`src/rtl/cam_pkg.sv`:
```
// Shared types and sizing helpers for the camera capture sequencer.
package cam_pkg;

  typedef enum logic [2:0] {
    IDLE,
    ARM,
    SYNC,
    ACTIVE,
    DONE
  } cam_state_e;

  localparam int unsigned PIX_W = 16;

  localparam int unsigned QVGA_H_PIX   = 320;
  localparam int unsigned QVGA_V_LINES = 240;
  localparam int unsigned VGA_H_PIX    = 640;
  localparam int unsigned VGA_V_LINES  = 480;

  localparam int unsigned QVGA_ADDR_W = $clog2(QVGA_H_PIX * QVGA_V_LINES);
  localparam int unsigned VGA_ADDR_W  = $clog2(VGA_H_PIX * VGA_V_LINES);

  // Bits needed to hold the value max_val (never less than one bit).
  function automatic int unsigned cnt_w(input int unsigned max_val);
    if (max_val < 2) begin
      return 1;
    end
    return $clog2(max_val + 1);
  endfunction

endpackage

```
`src/rtl/cam_sync_edge.sv`:
```
// One-stage register on a camera sync line with rise/fall detect against the registered copy.
module cam_sync_edge
  import cam_pkg::*;
(
  input  logic i_pclk,
  input  logic reset,
  input  logic sig,
  output logic rise_c,
  output logic fall_c
);

  logic sig_q;

  // Previous-cycle copy of the sync line.
  always_ff @(posedge i_pclk) begin
    if (reset) begin
      sig_q <= 1'b0;
    end else begin
      sig_q <= sig;
    end
  end

  assign rise_c = sig & ~sig_q;
  assign fall_c = ~sig & sig_q;

endmodule

```
`src/rtl/cam_frame_ctrl.sv`:
```
// Capture sequencer: aligns to VSYNC and turns the pixel stream into addressed frame-buffer writes.
module cam_frame_ctrl
  import cam_pkg::*;
#(
  parameter int unsigned H_PIX     = QVGA_H_PIX,
  parameter int unsigned V_LINES   = QVGA_V_LINES,
  parameter int unsigned ADDR_W    = QVGA_ADDR_W,
  parameter int unsigned BASE_ADDR = 0
) (
  input  logic              i_pclk,
  input  logic              reset,
  input  logic              start,
  input  logic              cont,
  input  logic              abort,
  input  logic              vsync,
  input  logic              href,
  input  logic [PIX_W-1:0]  pix_data,
  input  logic              pix_valid,
  output logic              wr_en,
  output logic [ADDR_W-1:0] wr_addr,
  output logic [PIX_W-1:0]  wr_data,
  output logic              busy,
  output logic              frame_done,
  output logic              frame_err,
  output logic [7:0]        frame_cnt
);

  localparam int unsigned FRAME_PIX = H_PIX * V_LINES;
  localparam int unsigned HCNT_W    = cnt_w(H_PIX + 1);
  localparam int unsigned VCNT_W    = cnt_w(V_LINES + 1);
  localparam int unsigned TOT_W     = cnt_w(FRAME_PIX);

  // Line counters saturate one past the expected value so a long line/frame never aliases to a good one.
  localparam logic [HCNT_W-1:0] HCNT_EXP = HCNT_W'(H_PIX);
  localparam logic [HCNT_W-1:0] HCNT_SAT = HCNT_W'(H_PIX + 1);
  localparam logic [VCNT_W-1:0] VCNT_EXP = VCNT_W'(V_LINES);
  localparam logic [VCNT_W-1:0] VCNT_SAT = VCNT_W'(V_LINES + 1);
  localparam logic [TOT_W-1:0]  TOT_EXP  = TOT_W'(FRAME_PIX);
  localparam logic [ADDR_W-1:0] BASE     = ADDR_W'(BASE_ADDR);

  cam_state_e state;
  cam_state_e next_state;

  logic              cont_q;
  logic [HCNT_W-1:0] line_pix;
  logic [VCNT_W-1:0] line_cnt;
  logic [TOT_W-1:0]  pix_idx;

  logic vs_rise_c;
  logic vs_fall_c;
  logic hr_fall_c;
  logic href_rise_unused;

  logic              start_acc_c;
  logic              sync_clr_c;
  logic              pix_acc_c;
  logic              pix_wr_c;
  logic              line_end_c;
  logic              frame_end_c;
  logic              err_c;
  logic              full_c;
  logic [VCNT_W-1:0] line_cnt_nx_c;
  logic [TOT_W-1:0]  pix_total_c;

  // Lines are closed on the HREF fall; the rise is not needed.
  cam_sync_edge u_vsync_edge (
    .i_pclk (i_pclk),
    .reset  (reset),
    .sig    (vsync),
    .rise_c (vs_rise_c),
    .fall_c (vs_fall_c)
  );

  cam_sync_edge u_href_edge (
    .i_pclk (i_pclk),
    .reset  (reset),
    .sig    (href),
    .rise_c (href_rise_unused),
    .fall_c (hr_fall_c)
  );

  assign full_c = (pix_idx == TOT_EXP);

  // State register.
  always_ff @(posedge i_pclk) begin
    if (reset) begin
      state <= IDLE;
    end else begin
      state <= next_state;
    end
  end

  // Next-state logic; abort overrides everything including a simultaneous start.
  always_comb begin
    next_state = state;
    if (abort) begin
      next_state = IDLE;
    end else begin
      case (state)
        IDLE:    if (start)     next_state = ARM;
        ARM:     if (vsync)     next_state = SYNC;
        SYNC:    if (vs_fall_c) next_state = ACTIVE;
        ACTIVE:  if (vs_rise_c) next_state = DONE;
        DONE:    next_state = cont_q ? SYNC : IDLE;
        default: next_state = IDLE;
      endcase
    end
  end

  // Per-state control strobes and frame/line checks feeding the registered outputs.
  always_comb begin
    start_acc_c   = 1'b0;
    sync_clr_c    = 1'b0;
    pix_acc_c     = 1'b0;
    pix_wr_c      = 1'b0;
    line_end_c    = 1'b0;
    frame_end_c   = 1'b0;
    err_c         = 1'b0;
    line_cnt_nx_c = line_cnt;
    pix_total_c   = pix_idx;
    if (!abort) begin
      case (state)
        IDLE: start_acc_c = start;
        SYNC: sync_clr_c  = vs_fall_c;
        ACTIVE: begin
          pix_acc_c   = pix_valid & href;
          pix_wr_c    = pix_acc_c & ~full_c;
          line_end_c  = hr_fall_c;
          frame_end_c = vs_rise_c;
          if (line_end_c && (line_cnt != VCNT_SAT)) begin
            line_cnt_nx_c = line_cnt + VCNT_W'(1);
          end
          if (pix_wr_c) begin
            pix_total_c = pix_idx + TOT_W'(1);
          end
          if (pix_valid && !href) begin
            err_c = 1'b1;
          end
          if (pix_acc_c && full_c) begin
            err_c = 1'b1;
          end
          if (line_end_c && (line_pix != HCNT_EXP)) begin
            err_c = 1'b1;
          end
          if (frame_end_c && ((line_cnt_nx_c != VCNT_EXP) || (pix_total_c != TOT_EXP))) begin
            err_c = 1'b1;
          end
        end
        default: ;
      endcase
    end
  end

  // Pixel, line and frame-index counters plus the latched continuous flag.
  always_ff @(posedge i_pclk) begin
    if (reset) begin
      cont_q   <= 1'b0;
      line_pix <= '0;
      line_cnt <= '0;
      pix_idx  <= '0;
    end else begin
      if (start_acc_c) begin
        cont_q <= cont;
      end
      if (sync_clr_c) begin
        line_pix <= '0;
        line_cnt <= '0;
        pix_idx  <= '0;
      end else begin
        if (line_end_c) begin
          line_pix <= '0;
        end else if (pix_acc_c && (line_pix != HCNT_SAT)) begin
          line_pix <= line_pix + HCNT_W'(1);
        end
        line_cnt <= line_cnt_nx_c;
        pix_idx  <= pix_total_c;
      end
    end
  end

  // Frame-buffer write port, one cycle behind the accepted pixel.
  always_ff @(posedge i_pclk) begin
    if (reset) begin
      wr_en   <= 1'b0;
      wr_addr <= BASE;
      wr_data <= '0;
    end else begin
      wr_en <= pix_wr_c;
      if (pix_wr_c) begin
        wr_addr <= BASE + ADDR_W'(pix_idx);
        wr_data <= pix_data;
      end
    end
  end

  // Status outputs: busy, frame completion pulse/count and the sticky error.
  always_ff @(posedge i_pclk) begin
    if (reset) begin
      busy       <= 1'b0;
      frame_done <= 1'b0;
      frame_cnt  <= '0;
      frame_err  <= 1'b0;
    end else begin
      busy       <= (next_state != IDLE);
      frame_done <= frame_end_c;
      if (frame_end_c) begin
        frame_cnt <= frame_cnt + 8'd1;
      end
      if (start_acc_c) begin
        frame_err <= 1'b0;
      end else if (sync_clr_c && cont_q) begin
        frame_err <= 1'b0;
      end else if (err_c) begin
        frame_err <= 1'b1;
      end
    end
  end

endmodule
```
`config.mk`:
```
export PLATFORM = sky130hd
export DESIGN_NAME = cam_frame_ctrl
export DESIGN_NICKNAME = d
export VERILOG_FILES = /design/src/rtl/cam_pkg.sv /design/src/rtl/cam_sync_edge.sv /design/src/rtl/cam_frame_ctrl.sv
export SDC_FILE = /design/constraint.sdc
export NUM_CORES = 1
export LEC_CHECK = 0
export BUFFER_PORTS_ARGS = -buffer_cell sky130_fd_sc_hd__clkbuf_2
export CAP_MARGIN = 20
export CORE_ASPECT_RATIO = 1.25
export CORE_UTILIZATION = 60
export CTS_CLUSTER_DIAMETER = 80
export DETAILED_ROUTE_END_ITERATION = 10
export PLACE_DENSITY = 0.85
export SETUP_SLACK_MARGIN = 0.3
export SLEW_MARGIN = 40
export SYNTH_ARGS = -nofsm -noshare
export SYNTH_HDL_FRONTEND = slang
export SYNTH_SLANG_ARGS = --single-unit
export TNS_END_PERCENT = 10
```
`constraint.sdc`:
```
create_clock -name i_pclk -period 3.6 [get_ports i_pclk]
set_input_delay 0.18 -clock i_pclk [delete_from_list [all_inputs] [get_ports i_pclk]]
set_output_delay 0.18 -clock i_pclk [all_outputs]
set_load 0.02 [all_outputs]
```
==> results.txt, run 1 <==
The flow ran to the end, and the final reports show no timing, DRC or antenna violations. In this run the number of cells on the critical path is 7. The worst hold path begins at pix_data[5]. Dividing the synthesized area by the synthesized cell count gives 7.97 um2.

Setup repair after global routing left no endpoint under its margin. The post-synthesis mux area share was 0.757%; the final number of max-transition violations was 0. The combinational family with the most area after synthesis was simple AND/OR/NAND/NOR gates. In this run the vertical extent of the chip is 92.9 um. Synthesis instantiated 49 different standard cells from the library. Traced cell by cell, the critical path runs through nand4bb_4 -> nor2_2 -> o21a_1 -> buf_4 -> nand2_1 -> xor2_1 -> nor2_1.

After synthesis the netlist holds a flip-flop and latch count of 85. The wire length of the first global-routing pass is 14800 um, and the minimum clock period after layout is 2.45 ns. Global routing finished with a remaining overflow of 0.

The initial antenna violation count was 0; the area overhead of the layout relative to synthesis was 13.8%. The synthesized netlist devotes 8.17% of its cell area to XOR and XNOR gates. The startpoint of the most critical register-to-register path is state[0]. For the area of the die, the log shows 0.00694 mm2.

The design draws 1.66 mW. The area fraction in and, or, nand and nor cells after synthesis is 28.8%, and the ratio of final minimum period to clock period is 68.1%. Across all layers, the routed design uses 3617 vias. Top cell type by total area after synthesis: sky130_fd_sc_hd__dfxtp_1. The tightest min-delay check is of the input port to register type.

The logs give 27.2% for the overall fraction of global-route tracks in use and 221 for the count of routing violations after the opening detailed-route iteration. The count of buffers from port buffering is 68, and the relative max-transition margin is 60.9%. Clock tree synthesis found a total of 85 sinks.

Fraction of the mapped netlist area in compound gates: 12.8%. Once the clock tree was built, the setup fixing pass inserted 0 buffers. The floorplan has 32 rows.

VDD sags by at most 0.000304 V. The worst hold path depth came out at 3. For the maximum count of clock buffers along a single path, the log shows 2. The path depth of the worst reg2reg path came out at 7. The run gives 69 as the count of pins on the block boundary. In this run, post-CTS repair resized a total of 0 instances.

Routability-driven placement finished with a final weighted congestion of 0.939. For this block, the routed nets add up to 8690 um of wire. Die boundary width: 74.7 um. The transition time of the tightest slew-check pin was 0.583 ns. The tools report the launching element of the worst setup path as state[0]. In the post-synthesis netlist, the cell with the most instances is sky130_fd_sc_hd__nand2_1. The tools report the number of nets at the end of the flow as 582. The leakage power summed over all cells was 1.64 nW; the maximum number of pins on one net before global-route repair was 36.

After clock tree synthesis, the clock-pin slew on the worst setup and hold paths is 0.09 ns. The number of enable-type register cells in the synthesized netlist came out at 0. On the critical path the largest part of the delay comes from simple AND/OR/NAND/NOR gates. STA classifies the critical path startpoint as a register. Summing all non-filler instances in the final layout gives an area of 0.00452 mm2. The fraction of the mapped netlist area in adder cells works out to 2.52%. The post-detailed-route wirelength per cell is 13.6 um.

STA classifies the critical path endpoint as a register. After global routing, the most crowded layer is met2. The Yosys step of the flow raised 0 warnings. Ranked by total cell area, the synthesized netlist is headed by sky130_fd_sc_hd__dfxtp_1, sky130_fd_sc_hd__nand2_1, sky130_fd_sc_hd__a21oi_1, sky130_fd_sc_hd__nor2_1, sky130_fd_sc_hd__xnor2_1. Clock latency on the worst-skew pair, taken at its later pin, is 0.35 ns.

For met3 alone, demand over resource in global routing was 4.57%. The logs give 0 for the hold violation total from the final report and 0.00397 mm2 for the post-synthesis instance area. The H-tree was split into 3 levels. Summed over its instances, the top area cell type makes up 42.9% of the synthesized netlist area. The initial utilization of the core area, before any placement, comes to 63.1%. After detailed placement, the total cell area comes to 0.00431 mm2.

The count of max-cap constraint violations is 0, and the final-layout setup total negative slack is 0 ns. The power per standard cell area was 368 mW/mm2. For this run, the top clock speed supported by timing is 408 MHz. The final antenna diode count is 0.

The prevailing post-synth register cell was sky130_fd_sc_hd__dfxtp_1. The number of instances in the synthesized netlist is 498. TritonCTS built the clock tree. The commonest cells after synthesis are sky130_fd_sc_hd__nand2_1, sky130_fd_sc_hd__dfxtp_1, sky130_fd_sc_hd__nor2_1.

After clock tree synthesis, the flow added hold-fix buffers numbering 0. The ratio of routed vias to standard cells works out to 5.65. The worst path buffer plus inverter count came out at 1.

The run gives 2.68 ns as the endpoint arrival time on the critical path. For met2 alone, demand over resource in global routing was 44.8%. The via count of the first global-routing pass is 3339. Synthesis produced a netlist with a net count of 530. Of all flip-flops after synthesis, the portion carrying an async set or reset was 0%. Setup violations remaining at the end of the flow were counted as 0. On the final layout, the worst hold slack is 0.0344 ns.

Between clock sinks in the finished design, the worst skew comes to 0.0128 ns. The detail route stage leaves a number of antenna-violating nets equal to 0. For this run, global-route usage on met1 was measured as 35.1%. The HPWL after detailed placement is 6340 um. The post-route netlist has 17.3% of its cells at a drive strength greater than 1.

Core area: 0.00629 mm2. The tools report the cell at the root of the clock tree as sky130_fd_sc_hd__clkbuf_8. By startpoint and endpoint, the worst setup path is classified as register to register.

The number of buffers created by CTS was 9. The iteration count of the initial detailed-routing pass came out at 5. Sequential elements use 42.9% of the synthesized area.

The longest individual stage delay on the worst path was 0.56 ns. The logs give 3.83 ns for the required time reported for the critical path endpoint and 0 for the number of remaining DRC errors. The slowest stage of the critical path is the sky130_fd_sc_hd__o21a_1 cell. Of all nets on the critical path, the largest fanout is 25.

Fill cells in the final layout number 528.
[cells by family (layout without fill, tap and decap cells)]
| kind of cell | count (synthesis) | in the layout |
|---|---|---|
| compound gates | 87 | 87 |
| xor+xnor | 37 | 37 |
| fa+ha+maj | 8 | 8 |
| buf+inv | 39 | 96 |
| flops | 85 | 85 |
| mux | 3 | 3 |
| simple gates | 239 | 239 |
[placed cells by master, fill, tap and decap left out, types with 2 or more instances in the layout]
master / count
sky130_fd_sc_hd__xor2_1: 18
sky130_fd_sc_hd__and4_1: 3
sky130_fd_sc_hd__a211oi_1: 4
sky130_fd_sc_hd__clkinv_2: 2
sky130_fd_sc_hd__ha_1: 8
sky130_fd_sc_hd__nor2b_1: 4
sky130_fd_sc_hd__and3_1: 5
sky130_fd_sc_hd__nor2_1: 53
sky130_fd_sc_hd__o22ai_1: 2
sky130_fd_sc_hd__inv_6: 2
sky130_fd_sc_hd__and2_1: 4
sky130_fd_sc_hd__nand4_1: 12
sky130_fd_sc_hd__a21oi_1: 46
sky130_fd_sc_hd__o21ai_0: 15
sky130_fd_sc_hd__dfxtp_1: 85
sky130_fd_sc_hd__o21a_1: 2
sky130_fd_sc_hd__a311oi_1: 2
sky130_fd_sc_hd__o211ai_1: 3
sky130_fd_sc_hd__clkinvlp_4: 2
sky130_fd_sc_hd__buf_4: 3
sky130_fd_sc_hd__or3_1: 11
sky130_fd_sc_hd__nand3_1: 18
sky130_fd_sc_hd__inv_1: 9
sky130_fd_sc_hd__mux2i_1: 3
sky130_fd_sc_hd__clkbuf_8: 9
sky130_fd_sc_hd__xnor2_1: 19
sky130_fd_sc_hd__nor4_1: 6
sky130_fd_sc_hd__a41o_1: 2
sky130_fd_sc_hd__nor3_1: 7
sky130_fd_sc_hd__nor4b_1: 3
sky130_fd_sc_hd__clkbuf_2: 68
sky130_fd_sc_hd__a31oi_1: 5
sky130_fd_sc_hd__nand2_1: 100
[power by group]
part	internal (mW)	switching (mW)	total [mW]
Clock	0.323	0.345	0.668
Sequential	0.942	0.00372	0.946
Combinational	0.0172	0.0298	0.0470
Total	1.28	0.379	1.66
[flip-flops by register name (all words and copies together), names as in the netlist, 3 cells and up]
signal	flops
frame_cnt	8
line_cnt	8
line_pix	9
pix_idx	17
state	3
wr_addr	17
wr_data	16
[stage by stage]
| stage | utilization [%] | cells | setup WS, ns |
|---|---|---|---|
| after global placement | 68.6 | 624 | 1.28 |
| after global routing | 71.9 | 640 | 0.908 |
| after floorplan | - | 498 | 1.67 |
| final | 71.9 | 640 | 1.15 |
| after detailed placement | 68.6 | 624 | 1.22 |
| after CTS | 71.7 | 640 | 1.21 |
[per-layer routing]
metal / vias up / part of all wire [%]
li1: 1806 / -
met1: 1701 / 44
met2: 95 / 50
met3: 15 / 4.2
met4: 0 / 1.7
met5: - / 0
[final cells by class]
cell class	count	area [um2]	share of cell area, %
well taps	85	106	2.35
multi-input cells	374	2120	46.8
clock inverters	7	72.6	1.61
inverters	9	33.8	0.748
repair buffers	71	363	8.03
flip-flops and latches	85	1700	37.7
clock buffers	9	124	2.74
[worst min-delay path: cells and delay by family]
kind | cells | cell delay (ns)
AO/OA/AOI/OAI | 1 | 0.05
buffers and inverters | 1 | 0.08
AND/OR/NAND/NOR | 1 | 0.04
[path summary, 6_finish.rpt]
kind	endpoint	slack, ns
worst max register to register	pix_idx[2]	1.15
worst max-delay path	pix_idx[2]	1.15
worst min register to register	wr_data[5]	0.46
worst min-delay path	wr_data[5]	0.03
No activity file was read; power rests on OpenSTA's default activity.
==> run 2: changes to the inputs <==
--- a/config.mk
+++ b/config.mk
@@ -5,13 +5,14 @@
 export SDC_FILE = /design/constraint.sdc
 export NUM_CORES = 1
 export LEC_CHECK = 0
+export ABC_AREA = 1
 export BUFFER_PORTS_ARGS = -buffer_cell sky130_fd_sc_hd__clkbuf_2
 export CAP_MARGIN = 20
 export CORE_ASPECT_RATIO = 1.25
-export CORE_UTILIZATION = 60
+export CORE_UTILIZATION = 57
 export CTS_CLUSTER_DIAMETER = 80
 export DETAILED_ROUTE_END_ITERATION = 10
-export PLACE_DENSITY = 0.85
+export PLACE_DENSITY = 0.8
 export SETUP_SLACK_MARGIN = 0.3
 export SLEW_MARGIN = 40
 export SYNTH_ARGS = -nofsm -noshare
==> constraint.sdc (replaced) <==
create_clock -name i_pclk -period 2.28 [get_ports i_pclk]
set_input_delay 0.114 -clock i_pclk [delete_from_list [all_inputs] [get_ports i_pclk]]
set_output_delay 0.114 -clock i_pclk [all_outputs]
set_load 0.02 [all_outputs]
==> results.txt, run 2 <==
The largest individual stage delay along the critical path comes from the cell sky130_fd_sc_hd__dfxtp_4. For the total number of H-tree levels, the log shows 3. The most numerous cell type found on the critical path is sky130_fd_sc_hd__nand2_1.

The fraction of the mapped netlist area in compound gates is 15.4%, and the total nets after synthesis is 658. The mapped netlist covers 0.00429 mm2. The clock passes through at most 2 buffers. In this run the worst hold path is classified as input port to register. At the end of the flow the core is filled with cells to 72.3%. The clock input transition at the sequential cells of the worst setup and hold paths is 0.10 ns.

For the pre-CTS worst setup slack, the log shows 0.215 ns. The combinational share of power is 5.6%. The share of the synthesized area in the top cell type was 39.7%; the leakage power summed over all cells was 2.43 nW. The most common library cell in the layout ignoring fill and taps was sky130_fd_sc_hd__nand2_1. The run gives 4044 as the via count of the first global-routing pass. For this run, design rule violations remaining after detail routing come to 0. The largest registers in the layout are pix_idx (17), wr_addr (17), wr_data (16). After synthesis, the largest family of logic cells by area is simple AND/OR/NAND/NOR gates.

The tools report the final number of max-transition violations as 0. In this run the worst path has a maximum fanout of 45. The power after layout came out at 2.68 mW.

Initial antenna violation count: 0. In the final design database the tool counted 754 nets. After layout, the worst path uses 84.3% of the clock period. In the final timing run, aggregate negative setup slack is 0 ns. In this run the core area contains 35 standard-cell rows. Net switching is 25.7% of the power. Measured against its own limit, the worst slew margin works out to 70.1%. The signal on the critical path passes through inv_4 -> ha_4 -> nand2_1 -> inv_1 -> nand2_1 -> nor2_2 -> nand2_4 -> nand2_8 -> buf_4 -> nor2_4 -> buf_8 -> o21ai_0 -> a21oi_1.

The post-placement cell area came out at 0.00466 mm2. At the worst endpoint, the arrival time is 2.20 ns. Startpoint kind of the worst setup timing path: a register. In the post-synthesis netlist, the biggest area contributors are sky130_fd_sc_hd__dfxtp_1, sky130_fd_sc_hd__nand2_1, sky130_fd_sc_hd__nor2_1, sky130_fd_sc_hd__o21ai_0, sky130_fd_sc_hd__inv_1.

For this design the total switching power over the nets is 0.687 mW. For this run the aggregate overflow at the end of global routing stands at 0. The half-perimeter wire length after detailed placement is 7220 um, and the longest individual stage delay on the worst path is 0.39 ns. Cell internal power was estimated by the tool at 1.99 mW. The starting density of the core was 58.6%. The ratio of cells with drive above 1 in the final layout works out to 22.6%. The run finished with clean final reports. The transition time of the tightest slew-check pin is 0.448 ns. Clock tree skew after final layout: 0.0137 ns. In the layout the commonest cells are sky130_fd_sc_hd__nand2_1, sky130_fd_sc_hd__nor2_1, sky130_fd_sc_hd__dfxtp_1, sky130_fd_sc_hd__inv_1, sky130_fd_sc_hd__clkbuf_2. The worst-case IR drop observed on VDD is 0.000442 V. The synthesized netlist devotes 2.34% of its cell area to adder and majority cells.

The tools report the startpoint of the worst hold path as cont. The count of pins on the block boundary was 69. In this run, CTS created clock tree buffers numbering 9. Post-synthesis area per instance: 6.85 um2. Across all layers, the routed design uses 4415 vias. Finished layout cell area: 0.00529 mm2. The tightest hold path in the finished design has a slack of 0.0430 ns. The power share of the clock group was 38.8%.

The type of destination of the critical path is a register. The prevailing post-synth register cell is sky130_fd_sc_hd__dfxtp_1. The area overhead of the layout relative to synthesis works out to 23.4%.

In this run the tool buffered the top-level ports with 68 buffer cells. After filler insertion, the fill cell instance count of the layout stands at 600. The tree is rooted in a sky130_fd_sc_hd__clkbuf_8. The height of the chip was 98.9 um; the register area share after synthesis was 39.7%. The worst path setup slack after routing is 0.357 ns.

The number of warning messages in the yosys log is 0, and the number of standard cells in the layout, taps in and fillers out is 819. Most instantiated library cell after synthesis: sky130_fd_sc_hd__nand2_1. Before antenna repair, the detailed router went through 5 iterations. TritonCTS built the clock tree.

The clock insertion delay at the later pin of the skew report came out at 0.36 ns. The minimum clock period after layout came out at 1.92 ns. The synthesized-area fraction occupied by xor and xnor cells was 2.25%; the final antenna diode count was 0.

The overall routed net length came out at 11400 um. Entering global routing, the biggest net connects 46 pins. The count of routing violations after the opening detailed-route iteration is 281. The die boundary width is 79.6 um. The number of enable-type register cells in the synthesized netlist was 0; the part of the total power dissipated in sequential elements was 55.6%. In the synthesized netlist, the cells that appear most often are sky130_fd_sc_hd__nand2_1, sky130_fd_sc_hd__nor2_1, sky130_fd_sc_hd__dfxtp_1. The logs give 2.56 ns for the required time reported for the critical path endpoint and 0 for the final-report setup violation count. In this run the worst setup path begins at pix_idx[1]. The async set-reset flop share out of synthesis is 0%. The top achievable clock speed is 520 MHz, and the ratio of routed vias to standard cells is 5.39.

The detail route stage leaves a number of antenna-violating nets equal to 0. The core area is 0.00731 mm2. The startpoint of the most critical register-to-register path was pix_idx[1]. The power per standard cell area is 507 mW/mm2.

Including well taps, the total number of placed cells is 769. After detailed routing, the average wire length per cell comes to 13.9 um. Setup repair after global routing could not meet its margin everywhere.

The tools report the count of max-cap constraint violations as 0. For the number of instances in the synthesized netlist, the log shows 626. The number of different library cells used by synthesis comes to 36.

The area of the die is 0.00787 mm2, and the CTS sink count is 85. The final weighted congestion of routability-driven global placement is 0.941, and the area fraction in and, or, nand and nor cells after synthesis is 29.8%. The worst setup path is of the register to register kind. The portion of synthesized area spent on multiplexers is 0%.

The top cell type by total area after synthesis is sky130_fd_sc_hd__dfxtp_1. The first global-routing pass estimated 18100 um of wire. The overall fraction of global-route tracks in use was 29.0%. The flop and latch count out of synthesis is 85, and the hold violation total from the final report is 0.
==> run 2: cell count changes after synthesis, sizes merged, moves of 11 or more <==
cell / change
or3: -11
nand3: +16
nand2: +17
xnor2: -19
nor2: +50
o21ai: +50
inv: +77
==> run 2: power by group through the flow <==
stage          Clock, mW  Combinational [mW]  Sequential [mW]
6_report            1.04               0.150             1.49
5_1_grt             1.11               0.164             1.49
4_1_cts             1.05               0.130             1.49
3_5_place_dp           0               0.107             1.53
3_3_place_gp           0               0.107             1.53
2_1_floorplan          0              0.0655             1.53
==> run 2: worst paths after layout <==
path,endpoint,slack [ns],depth (start not counted)
setup / recovery,wr_addr[16],0.36,13
hold / removal,cont_q,0.04,3
setup reg to reg,wr_addr[16],0.36,13
hold reg to reg,frame_cnt[7],0.48,2
==> run 2: kinds of logic after synthesis <==
logic type | count (synthesis)
simple gates | 287
compound gates | 125
buf+inv | 110
flops | 85
xor+xnor | 11
fa+ha+maj | 8
==> run 2: layer usage <==
metal / part of all wire [%] / GRT usage, % / up-vias
met1: 42 / 35.8 / 2045
met3: 5.4 / 5.19 / 20
met4: 2.1 / 10.8 / 0
met5: 0 / 0 / -
met2: 50 / 49.7 / 151
li1: - / - / 2199
==> run 2: cell type report <==
class,instances,area (um2),area share (%)
clock inverter,6,52.6,0.994
clock buffer,10,138,2.60
tap,92,115,2.18
sequential,85,1720,32.5
timing repair buffer,106,692,13.1
inverter,87,343,6.48
multi-input combinational,432,2220,42.1
timing repair inverter,1,7.51,0.142
==> run 2: what timing repair did <==
action                     in CTS  in global routing
hold endpoints to repair       17                  0
buffers inserted                1                 14
pin swaps                       0                 17
cloned                          1                  1
hold buffers                   17                  0
gates resized for setup         3                 41
setup endpoints to repair       6                 36
==> run 2: critical path: cells and delay by family, from the launching register on <==
| family | cells | cell delay (ns) |
|---|---|---|
| and+or+nand+nor | 6 | 0.52 |
| buffers and inverters | 4 | 0.50 |
| DFF | 1 | 0.39 |
| AOI/OAI and AO/OA | 2 | 0.29 |
| adders and majority gates | 1 | 0.14 |
